===== config.mk =====
export PLATFORM = sky130hd
export DESIGN_NAME = rgb8_sample_accum
export DESIGN_NICKNAME = d
export VERILOG_FILES = /design/src/rtl/rgb8_sample_accum_pkg.sv /design/src/rtl/rgb8_sample_accum.sv
export SDC_FILE = /design/constraint.sdc
export NUM_CORES = 1
export LEC_CHECK = 0
export CELL_PAD_IN_SITES_DETAIL_PLACEMENT = 0
export CELL_PAD_IN_SITES_GLOBAL_PLACEMENT = 2
export CORE_MARGIN = 1.5
export CORE_UTILIZATION = 33
export DETAILED_ROUTE_END_ITERATION = 12
export GPL_ROUTABILITY_DRIVEN = 1
export PLACE_DENSITY = 0.89
export SETUP_SLACK_MARGIN = 0.05
export SLEW_MARGIN = 20
export SYNTH_ARGS = -nofsm -noshare
export SYNTH_HDL_FRONTEND = slang
export SYNTH_SLANG_ARGS = --single-unit
export TNS_END_PERCENT = 30

===== constraint.sdc =====
create_clock -name clk -period 3.9 [get_ports clk]
set_clock_uncertainty 0.2 [all_clocks]
set_input_delay 0.975 -clock clk [delete_from_list [all_inputs] [get_ports clk]]
set_output_delay 0.975 -clock clk [all_outputs]
set_load 0.05 [all_outputs]

===== src/rtl/rgb8_sample_accum_pkg.sv =====
// Shared types for the RGB8 multi-sample accumulator.
// Channel index 0 is red, 1 green, 2 blue.
package rgb8_sample_accum_pkg;

    localparam int NCH = 3;
    localparam int CH_R = 0;
    localparam int CH_G = 1;
    localparam int CH_B = 2;
    localparam int MAX_SAMPLES_DEF = 255;

    typedef logic [NCH-1:0][7:0] rgb8_t;
    typedef logic [NCH-1:0][15:0] rgb16_t;

    typedef enum logic [1:0] {
        ACCUM,
        DIV_REQ,
        DIV_WAIT,
        OUTPUT
    } accum_state_t;

endpackage


===== src/rtl/rgb8_sample_accum.sv =====
// Per-pixel RGB8 sample accumulator feeding an external per-channel divider.
// Single-sample pixels bypass the divider entirely.
module rgb8_sample_accum
    import rgb8_sample_accum_pkg::*;
#(
    parameter int MAX_SAMPLES = MAX_SAMPLES_DEF,
    parameter int ADDR_W      = 19,
    parameter int ROUND       = 1
) (
    input  logic              clk,
    input  logic              resetn,
    input  logic              in_valid,
    output logic              in_ready,
    input  rgb8_t             in_color,
    input  logic              in_last,
    input  logic [ADDR_W-1:0] in_addr,
    output logic              div_strobe,
    output rgb16_t            div_a,
    output logic [7:0]        div_b,
    input  logic              div_valid,
    input  rgb8_t             div_q,
    output logic              out_valid,
    input  logic              out_ready,
    output rgb8_t             out_color,
    output logic [ADDR_W-1:0] out_addr,
    output logic [7:0]        out_count
);

    localparam logic [7:0] MAX_COUNT = MAX_SAMPLES[7:0];

    accum_state_t state;
    accum_state_t state_nxt;

    rgb16_t     sum;
    rgb16_t     sum_nxt;
    rgb16_t     dividend;
    logic [7:0] count;
    logic [7:0] count_nxt;
    logic [7:0] bias;
    logic       accept;
    logic       complete;
    logic       bypass;

    assign accept    = in_valid & in_ready;
    assign count_nxt = count + 8'd1;
    assign complete  = accept & (in_last | (count_nxt == MAX_COUNT));
    assign bypass    = (count_nxt == 8'd1);
    assign bias      = (ROUND != 0) ? (count_nxt >> 1) : 8'd0;

    // 255*255 + 127 still fits in 16 bits, so no saturation is needed.
    for (genvar c = 0; c < NCH; c++) begin : g_ch
        assign sum_nxt[c]  = sum[c] + {8'd0, in_color[c]};
        assign dividend[c] = sum_nxt[c] + {8'd0, bias};
    end

    always_ff @(posedge clk or negedge resetn) begin
        if (!resetn) begin
            state <= ACCUM;
        end else begin
            state <= state_nxt;
        end
    end

    always_comb begin
        state_nxt  = state;
        in_ready   = 1'b0;
        div_strobe = 1'b0;
        out_valid  = 1'b0;
        unique case (state)
            ACCUM: begin
                in_ready = 1'b1;
                if (complete) begin
                    state_nxt = bypass ? OUTPUT : DIV_REQ;
                end
            end
            DIV_REQ: begin
                div_strobe = 1'b1;
                state_nxt  = DIV_WAIT;
            end
            DIV_WAIT: begin
                if (div_valid) begin
                    state_nxt = OUTPUT;
                end
            end
            OUTPUT: begin
                out_valid = 1'b1;
                if (out_ready) begin
                    state_nxt = ACCUM;
                end
            end
            default: state_nxt = ACCUM;
        endcase
    end

    always_ff @(posedge clk or negedge resetn) begin
        if (!resetn) begin
            sum       <= '0;
            count     <= '0;
            div_a     <= '0;
            div_b     <= '0;
            out_color <= '0;
            out_addr  <= '0;
            out_count <= '0;
        end else begin
            unique case (state)
                ACCUM: begin
                    if (accept) begin
                        sum   <= sum_nxt;
                        count <= count_nxt;
                        if (count == 8'd0) begin
                            out_addr <= in_addr;
                        end
                        if (complete) begin
                            out_count <= count_nxt;
                            if (bypass) begin
                                out_color <= in_color;
                            end else begin
                                div_a <= dividend;
                                div_b <= count_nxt;
                            end
                        end
                    end
                end
                DIV_WAIT: begin
                    if (div_valid) begin
                        out_color <= div_q;
                    end
                end
                OUTPUT: begin
                    if (out_ready) begin
                        sum   <= '0;
                        count <= '0;
                    end
                end
                default: ;
            endcase
        end
    end

endmodule


* Word-level counts from Yosys, hierarchy flattened *
Index checks and enable logic that the tools add are counted.
Widths: inputs -> output; s select.

storage, ports and cells
  flip-flop bits (word level) = 165
  output and inout port bits = 110

operators by class
  add/subtract/negate cells = 7
  eq/ne operators = 10
  muxes and demuxes = 19
  bitwise logic cells = 4
  reductions and logical operators = 10

operator list
  kind                 number
  $mux 24              4
  $mux 48              2
  $pmux 48 s2          1
  $add 16x7->16        3
  $add 16x8->16        3
  $pmux 24 s2          1
  $mux 8               2
  $pmux 8 s2           1
  $reduce_and 3->1     4
  $ne 2x2->1 const B   5
  $add 8x1->8 const B  1
  $eq 8x1->1 const B   1
  $eq 8x8->1 const B   1
  $logic_not 8->1      1
  $mux 2               4
  $pmux 2 s4           1
  $reduce_and 5->1     1
  $eq 2x2->1 const B   2
  $reduce_and 4->1     1
  $reduce_bool 2->1    2
  $mux 1               3
  $and 1x1->1          2
  $eq 2x1->1 const B   1
  $logic_not 2->1      1
  2 further kinds      2

* Logic depth before layout (Yosys ltp) *
Gate-level depths: netlist of run 1.

  depth after elaboration = 7
  mapped depth = 14
  gate-level depth less buffers = 14

* Least setup slack after synthesis of run 1 *
No wires, ideal clock.

  path kind = input port to flip-flop
  from = input port in_color[8] (netlist bit)
  to = register div_a[26] (netlist bit)
  setup time = 82 ps
  data arrival time = 3738 ps
  data required time = 3618 ps
  setup slack = -120 ps
  stages on the path = 13
  path buffers = 0
  cells stage by stage = ha_1 fa_1 a21oi_1 o21ai_0 o21a_1 ha_1 o21a_1 o31a_1 o31ai_1 a211oi_1 o21ai_0 or3_1 a31oi_1

between the ends
  longest elaborated chain between the ends = 2

ends and longest elaborated chain
  element               RTL line                  text
  from (decl)           rgb8_sample_accum.sv:14   input rgb8_t in_color,
  $add 16x8->16         rgb8_sample_accum.sv:52   assign sum_nxt[c] = sum[c] + {8'd0, in_color[c]};
  $add 16x7->16         rgb8_sample_accum.sv:53   assign dividend[c] = sum_nxt[c] + {8'd0, bias};
  to (signal assigned)  rgb8_sample_accum.sv:118  div_a <= dividend;
  to (decl)             rgb8_sample_accum.sv:18   output rgb16_t div_a,

Every way passes these cells.
A chain may end at the register's enable or synchronous reset.

* Final worst setup path of run 1 *
  from = input port in_color[8] (netlist bit)
  to = register div_a[29] (netlist bit)

The elaborated chain is that of the path after synthesis.

==> results of run 1 <==
==> final cells by class <==
cell class	instances	area [um2]
well taps	384	480
clock inverters	13	121
multi-input cells	727	5510
clock buffers	19	453
fillers	2718	14900
repair buffers	335	3000
flip-flops and latches	165	4130
inverters	29	109
==> report_power, final <==
group	switching, mW	internal (mW)	total (mW)
Sequential	0.319	2.22	2.54
Clock	0.761	0.921	1.68
Combinational	3.50	2.56	6.06
Total	4.58	5.70	10.3
==> cells by family (layout without fill, tap and decap cells) <==
logic type	count (synthesis)	in the layout	synth area share (%)
buf+inv	68	396	2.82
flops	165	165	42.9
xor+xnor	66	66	6.09
compound gates	260	260	17.8
mux	76	76	8.90
simple gates	266	266	13.3
fa+ha+maj	59	59	8.14
==> through the flow <==
step	instances	setup WS (ps)	power, mW	utilization (%)	instance area, um2
floorplan	960	16.0	6.17	-	9640
global placement	1620	-596	8.27	44.7	12800
detailed placement	1620	-670	8.34	44.7	12800
CTS	1661	39.9	10.2	47.2	13500
global route	1672	19.2	10.9	48.1	13800
finish	1672	127	10.3	48.1	13800
==> synth_stat cells, drive strengths merged (3+ instances only) <==
| cell type | number |
|---|---|
| a211oi | 11 |
| a21o | 12 |
| a21oi | 34 |
| a22o | 28 |
| a311oi | 3 |
| a31oi | 9 |
| and2 | 13 |
| and3 | 9 |
| and4 | 3 |
| buf | 12 |
| clkbuf | 27 |
| dfrtp | 165 |
| fa | 6 |
| ha | 53 |
| inv | 29 |
| mux2 | 76 |
| nand2 | 106 |
| nand2b | 6 |
| nand3 | 20 |
| nand4 | 12 |
| nor2 | 52 |
| nor2b | 8 |
| nor3 | 13 |
| nor3b | 3 |
| nor4 | 3 |
| o2111ai | 4 |
| o211ai | 10 |
| o21a | 11 |
| o21ai | 93 |
| o21bai | 3 |
| o311ai | 3 |
| o31a | 3 |
| o31ai | 15 |
| or3 | 5 |
| or4 | 5 |
| xnor2 | 38 |
| xor2 | 28 |
==> metal layers <==
metal	up-vias	routed length [um]	GRT usage, %
met5	-	0	0
met4	0	506	5.35
met3	26	1090	3.71
met2	175	13600	32.1
met1	4034	13200	24.8
li1	4112	-	-
==> worst max-delay path: cells and delay by family <==
kind	cells	cell delay, ps
buffers and inverters	3	550
AND/OR/NAND/NOR	3	680
adder cells (fa/ha/maj)	3	850
AO/OA/AOI/OAI	6	880
==> sequential cells by signal (all words and copies together) (netlist names) <==
register / count
div_b: 8
state: 2
out_count: 8
out_color: 24
sum: 48
div_a: 48
out_addr: 19
count: 8
==> worst paths after layout <==
kind	from	end	slack, ps	cells past startpoint
setup / recovery	in_color[8]	div_a[29]	130	15
hold / removal	div_a[8]	div_a[8]	280	2
setup reg to reg	count[0]	div_a[29]	310	14
hold reg to reg	div_a[8]	div_a[8]	280	2
max in group asynchronous	resetn	count[6]	2440	2
min in group asynchronous	resetn	div_a[0]	290	1
==> what timing repair did <==
action                     4_1_cts  5_1_grt
setup buffers                    9       11
pin swaps                       20       48
setup endpoints to repair       23       20
resized for setup               27       40
hold buffers                     0        0
==> flow_summary.toml, run 1 <==
[outcome]
outcome = "completed"

[timing]
max_slew_margin_pct = 51.9
fin_tns_setup_ps = 0
min_period_ps = 3770
timing.hold.ws_ps = 278
hold_violations = 0
setup_violations = 0
tightest_slew_ps = 714
rsz0062_at_grt = "yes"
finalMaxSlewViolations = 0
fin_crit_sh_pct = 96.8
fmax_ghz = 0.265

[clock_tree]
cts_htree_levels = 4
cts_sinks = 165
clk_latency_ps = 430
cts_buffer_depth = 2
cts_tree = "done"
cts_buffers = 17
root_buffer = "clkbuf_16"
path_clk_slew_ps = 70

[drt]
ant_nets = 0
drcViolationCount = 0
drt_pass1_iterations = 5
vias_per_cell = 4.99
first_iter_violations = 352
routed_wirelength_um = 28400
vias = 8347
wire_per_inst_um = 17.0

[critical_path]
slowest_stage = "or4_1"
max_stage_delay_ps = 390
cp-end-kind = "register"
required_ps = 4080
path_class = "input port to register"
crit_path_start_kind = "input port"
crit_chain = "dlygate4sd2_1, ha_2, fa_2, a21oi_4, o21ai_0, o21a_1, ha_4, buf_4, o21a_1, o31ai_2, a21oi_1, nand4_1, buf_4, or4_1, nand3_1"
critPathArrivalTime_ps = 3950
worstPathMaxFanout = 3

[grt]
grt_max_degree = 70
grt_pass1_wl_um = 45400
grt_overflow_total = 0
antenna_found_initial = 0
grt_usage_pct = 19.0
first_global_vias = 8560

[power_and_ir_drop]
pwr_density_cell_nw_per_um2 = 745
ir_worst_vdd_mv = 0.407
p_leak_nw = 6.08

[logic_synthesis]
yosys-top-cells-area = "dfrtp_1 43%, mux2_2 8.4%, ha_1 6.9%"
async_flop_share_pct = 100
syn_avg_cell_area_um2 = 10.0
synth_edf_count = 0
ys.flop_type = "dfrtp_1"
synth_seq_cells = 165
synth_cells = 960
yosysWarnings = 0
netlist_area_um2 = 9620
yosysUniqueCellTypes = 70
yosysSeqAreaShare_pct = 42.9
yosysTopAreaCellShare_pct = 42.9
synthesis.nets = 1092
synth_top_cell_by_area = "dfrtp_1"

[placement]
place_congestion = 0.840
hpwl_um = 20200
portBuffers = 182

[cells_and_area]
final_common_cell = "clkdlybuf4s50_1"
area_delta_synth_final_pct = 43.5
layout.cells.most_common_list = "172 x clkdlybuf4s50_1, 165 x dfrtp_1, 150 x buf_4"
final_nets = 1407
drive_gt1_share_pct = 24.7
antennaDiodeCount = 0

[worst_hold_path]
hp-class = "register to register"

[die]
die_area_um2 = 30200
fp-row-count = 62
ios = 183
core_area_um2 = 28700
die_y_um = 174
die_width_um = 174
start_util_pct = 33.5

[run]
maxCapViolCount = 0
(Power assumes the default switching activity.)
==> inputs of run 2 (changes only) <==
--- a/config.mk
+++ b/config.mk
@@ -8,10 +8,11 @@
 export CELL_PAD_IN_SITES_DETAIL_PLACEMENT = 0
 export CELL_PAD_IN_SITES_GLOBAL_PLACEMENT = 2
 export CORE_MARGIN = 1.5
-export CORE_UTILIZATION = 33
+export CORE_UTILIZATION = 34
+export CTS_BUF_LIST = sky130_fd_sc_hd__clkbuf_8
 export DETAILED_ROUTE_END_ITERATION = 12
 export GPL_ROUTABILITY_DRIVEN = 1
-export PLACE_DENSITY = 0.89
+export PLACE_DENSITY = 0.91
 export SETUP_SLACK_MARGIN = 0.05
 export SLEW_MARGIN = 20
 export SYNTH_ARGS = -nofsm -noshare
==> flow_summary.toml, run 2 (synthesized netlist as in run 1, its figures left out) <==
[drt]
vias_per_cell = 5.06
wl_met1_um = 12900
wire_per_inst_um = 16.6
routed_wirelength_um = 27400
drcViolationCount = 0
first_iter_violations = 456
dr_wl_met3_um = 1020
drt_pass1_iterations = 5
vias = 8362
ant_nets = 0
top_layer_used = "met4"
wl_met2_um = 12800

[die]
die_width_um = 171
fp-row-count = 61
die_y_um = 171
core_area_um2 = 27800
die_area_um2 = 29300
ios = 183
start_util_pct = 34.6

[power_and_ir_drop]
netSwitchingPower_mw = 4.48
p_total_mw = 9.78
p_seq_share_pct = 25.9
p_leak_nw = 5.99
ir_worst_vdd_mv = 0.470
clkPwrFrac_pct = 13.0
power.internal_mw = 5.30
switching_share_pct = 45.8
pwr_density_cell_nw_per_um2 = 720
power_frac_comb_pct = 61.1

[timing]
tightest_slew_ps = 799
hold_violations = 0
fin_crit_sh_pct = 95.7
rsz0062_at_grt = "no"
fmax_ghz = 0.268
max_slew_margin_pct = 46.2
setup_violations = 0
fin_tns_setup_ps = 0
finalMaxSlewViolations = 0
min_period_ps = 3730

[critical_path]
path_class = "input port to register"
r2r-start = "count[0]"
r2r_slack_ps = 250
required_ps = 4060
critPathArrivalTime_ps = 3900
r2r_end = "div_a[42]"
reg2reg_depth = 13
cp-end-kind = "register"
crit_path_start_kind = "input port"
worstPathMaxFanout = 4

[placement]
portBuffers = 182
place_congestion = 0.824
placed_cells = 1606
hpwl_um = 19800

[cells_and_area]
antennaDiodeCount = 0
stdcell_count = 1654
final_nets = 1395
layout.cells.most_common_list = "171 x clkdlybuf4s50_1, 165 x dfrtp_1, 135 x buf_4"
area_delta_synth_final_pct = 41.3
drive_gt1_share_pct = 24.2
fin_util_pct = 48.9
fill_cells = 2667
final_common_cell = "clkdlybuf4s50_1"
reg_top3 = "div_a (48), sum (48), out_color (24)"

[grt]
grt_usage_pct = 19.2
antenna_found_initial = 0
grt_overflow_total = 0
grt_max_degree = 64
first_global_vias = 8455
grt_pass1_wl_um = 44200

[run]
maxCapViolCount = 0

[clock_tree]
cts_buffers = 17
root_buffer = "clkbuf_8"
path_clk_slew_ps = 90
cts_buffer_depth = 2
clk_latency_ps = 470
cts_sinks = 165
cts_htree_levels = 4
cts_tree = "done"

[outcome]
outcome = "completed"

[worst_hold_path]
hp-class = "input port to asynchronous set/reset pin"
[run 2: cell count changes in the layout (fill, tap and decap cells not counted), moves of 4 or more]
cell	previous run	this run
dlygate4sd2_1	4	0
clkbuf_8	2	17
buf_4	150	135
clkbuf_16	17	0
dlymetal6s2s_1	3	8
[run 2: worst max path at each step]
stage                  from        end  slack [ps]
5_1_grt         in_color[2]  div_a[13]          30
3_3_place_gp   in_color[16]  div_a[46]        -600
2_1_floorplan   in_color[8]  div_a[26]          20
4_1_cts        in_color[16]  div_a[46]         0.2
6_report       in_color[17]  div_a[46]         170
3_5_place_dp   in_color[16]  div_a[46]        -650
[run 2: layer usage]
metal	vias up	track usage, %
li1	4089	-
met1	4050	25.3
met2	188	32.5
met3	35	3.06
met4	0	5.84
met5	-	0
[run 2: stage by stage]
stage	worst slack [ps]	area, um2	hold WS [ps]
finish	167	13600	237
global route	27.4	13600	260
CTS	0.228	13300	241
detailed placement	-647	12800	266
global placement	-605	12800	259
floorplan	16.0	9640	254
[run 2: power groups by stage]
| stage | Sequential (mW) | Clock (mW) | Combinational [mW] |
|---|---|---|---|
| 2_1_floorplan | 3.86 | 0 | 2.31 |
| 3_3_place_gp | 2.53 | 0 | 5.72 |
| 3_5_place_dp | 2.56 | 0 | 5.75 |
| 4_1_cts | 2.53 | 1.32 | 5.84 |
| 5_1_grt | 2.60 | 1.39 | 6.43 |
| 6_report | 2.53 | 1.27 | 5.98 |
[run 2: critical path: stages]
cell            delay [ps]
dlymetal6s2s_1         180
ha_1                   330
a21o_1                 200
a21oi_1                190
xnor2_1                210
ha_1                   330
o21a_1                 210
o31a_1                 140
o31ai_4                260
nand2b_1               150
buf_4                  160
o2111ai_2               90
buf_4                  150
nor2_1                  50
o311ai_2               280
[run 2: what timing repair did]
item / CTS / global route
hold buffers: 0 / 0
setup endpoints to repair: 20 / 24
gates resized for setup: 18 / 54
pin swaps: 17 / 47
buffers inserted: 5 / 11
[run 2: cell type report]
class	instances	area (um2)	area share [%]
inverters	29	109	0.801
repair buffers	323	2960	21.8
flip-flops and latches	165	4130	30.4
clock buffers	17	234	1.72
clock inverters	15	156	1.15
multi-input cells	727	5520	40.6
well taps	378	473	3.48
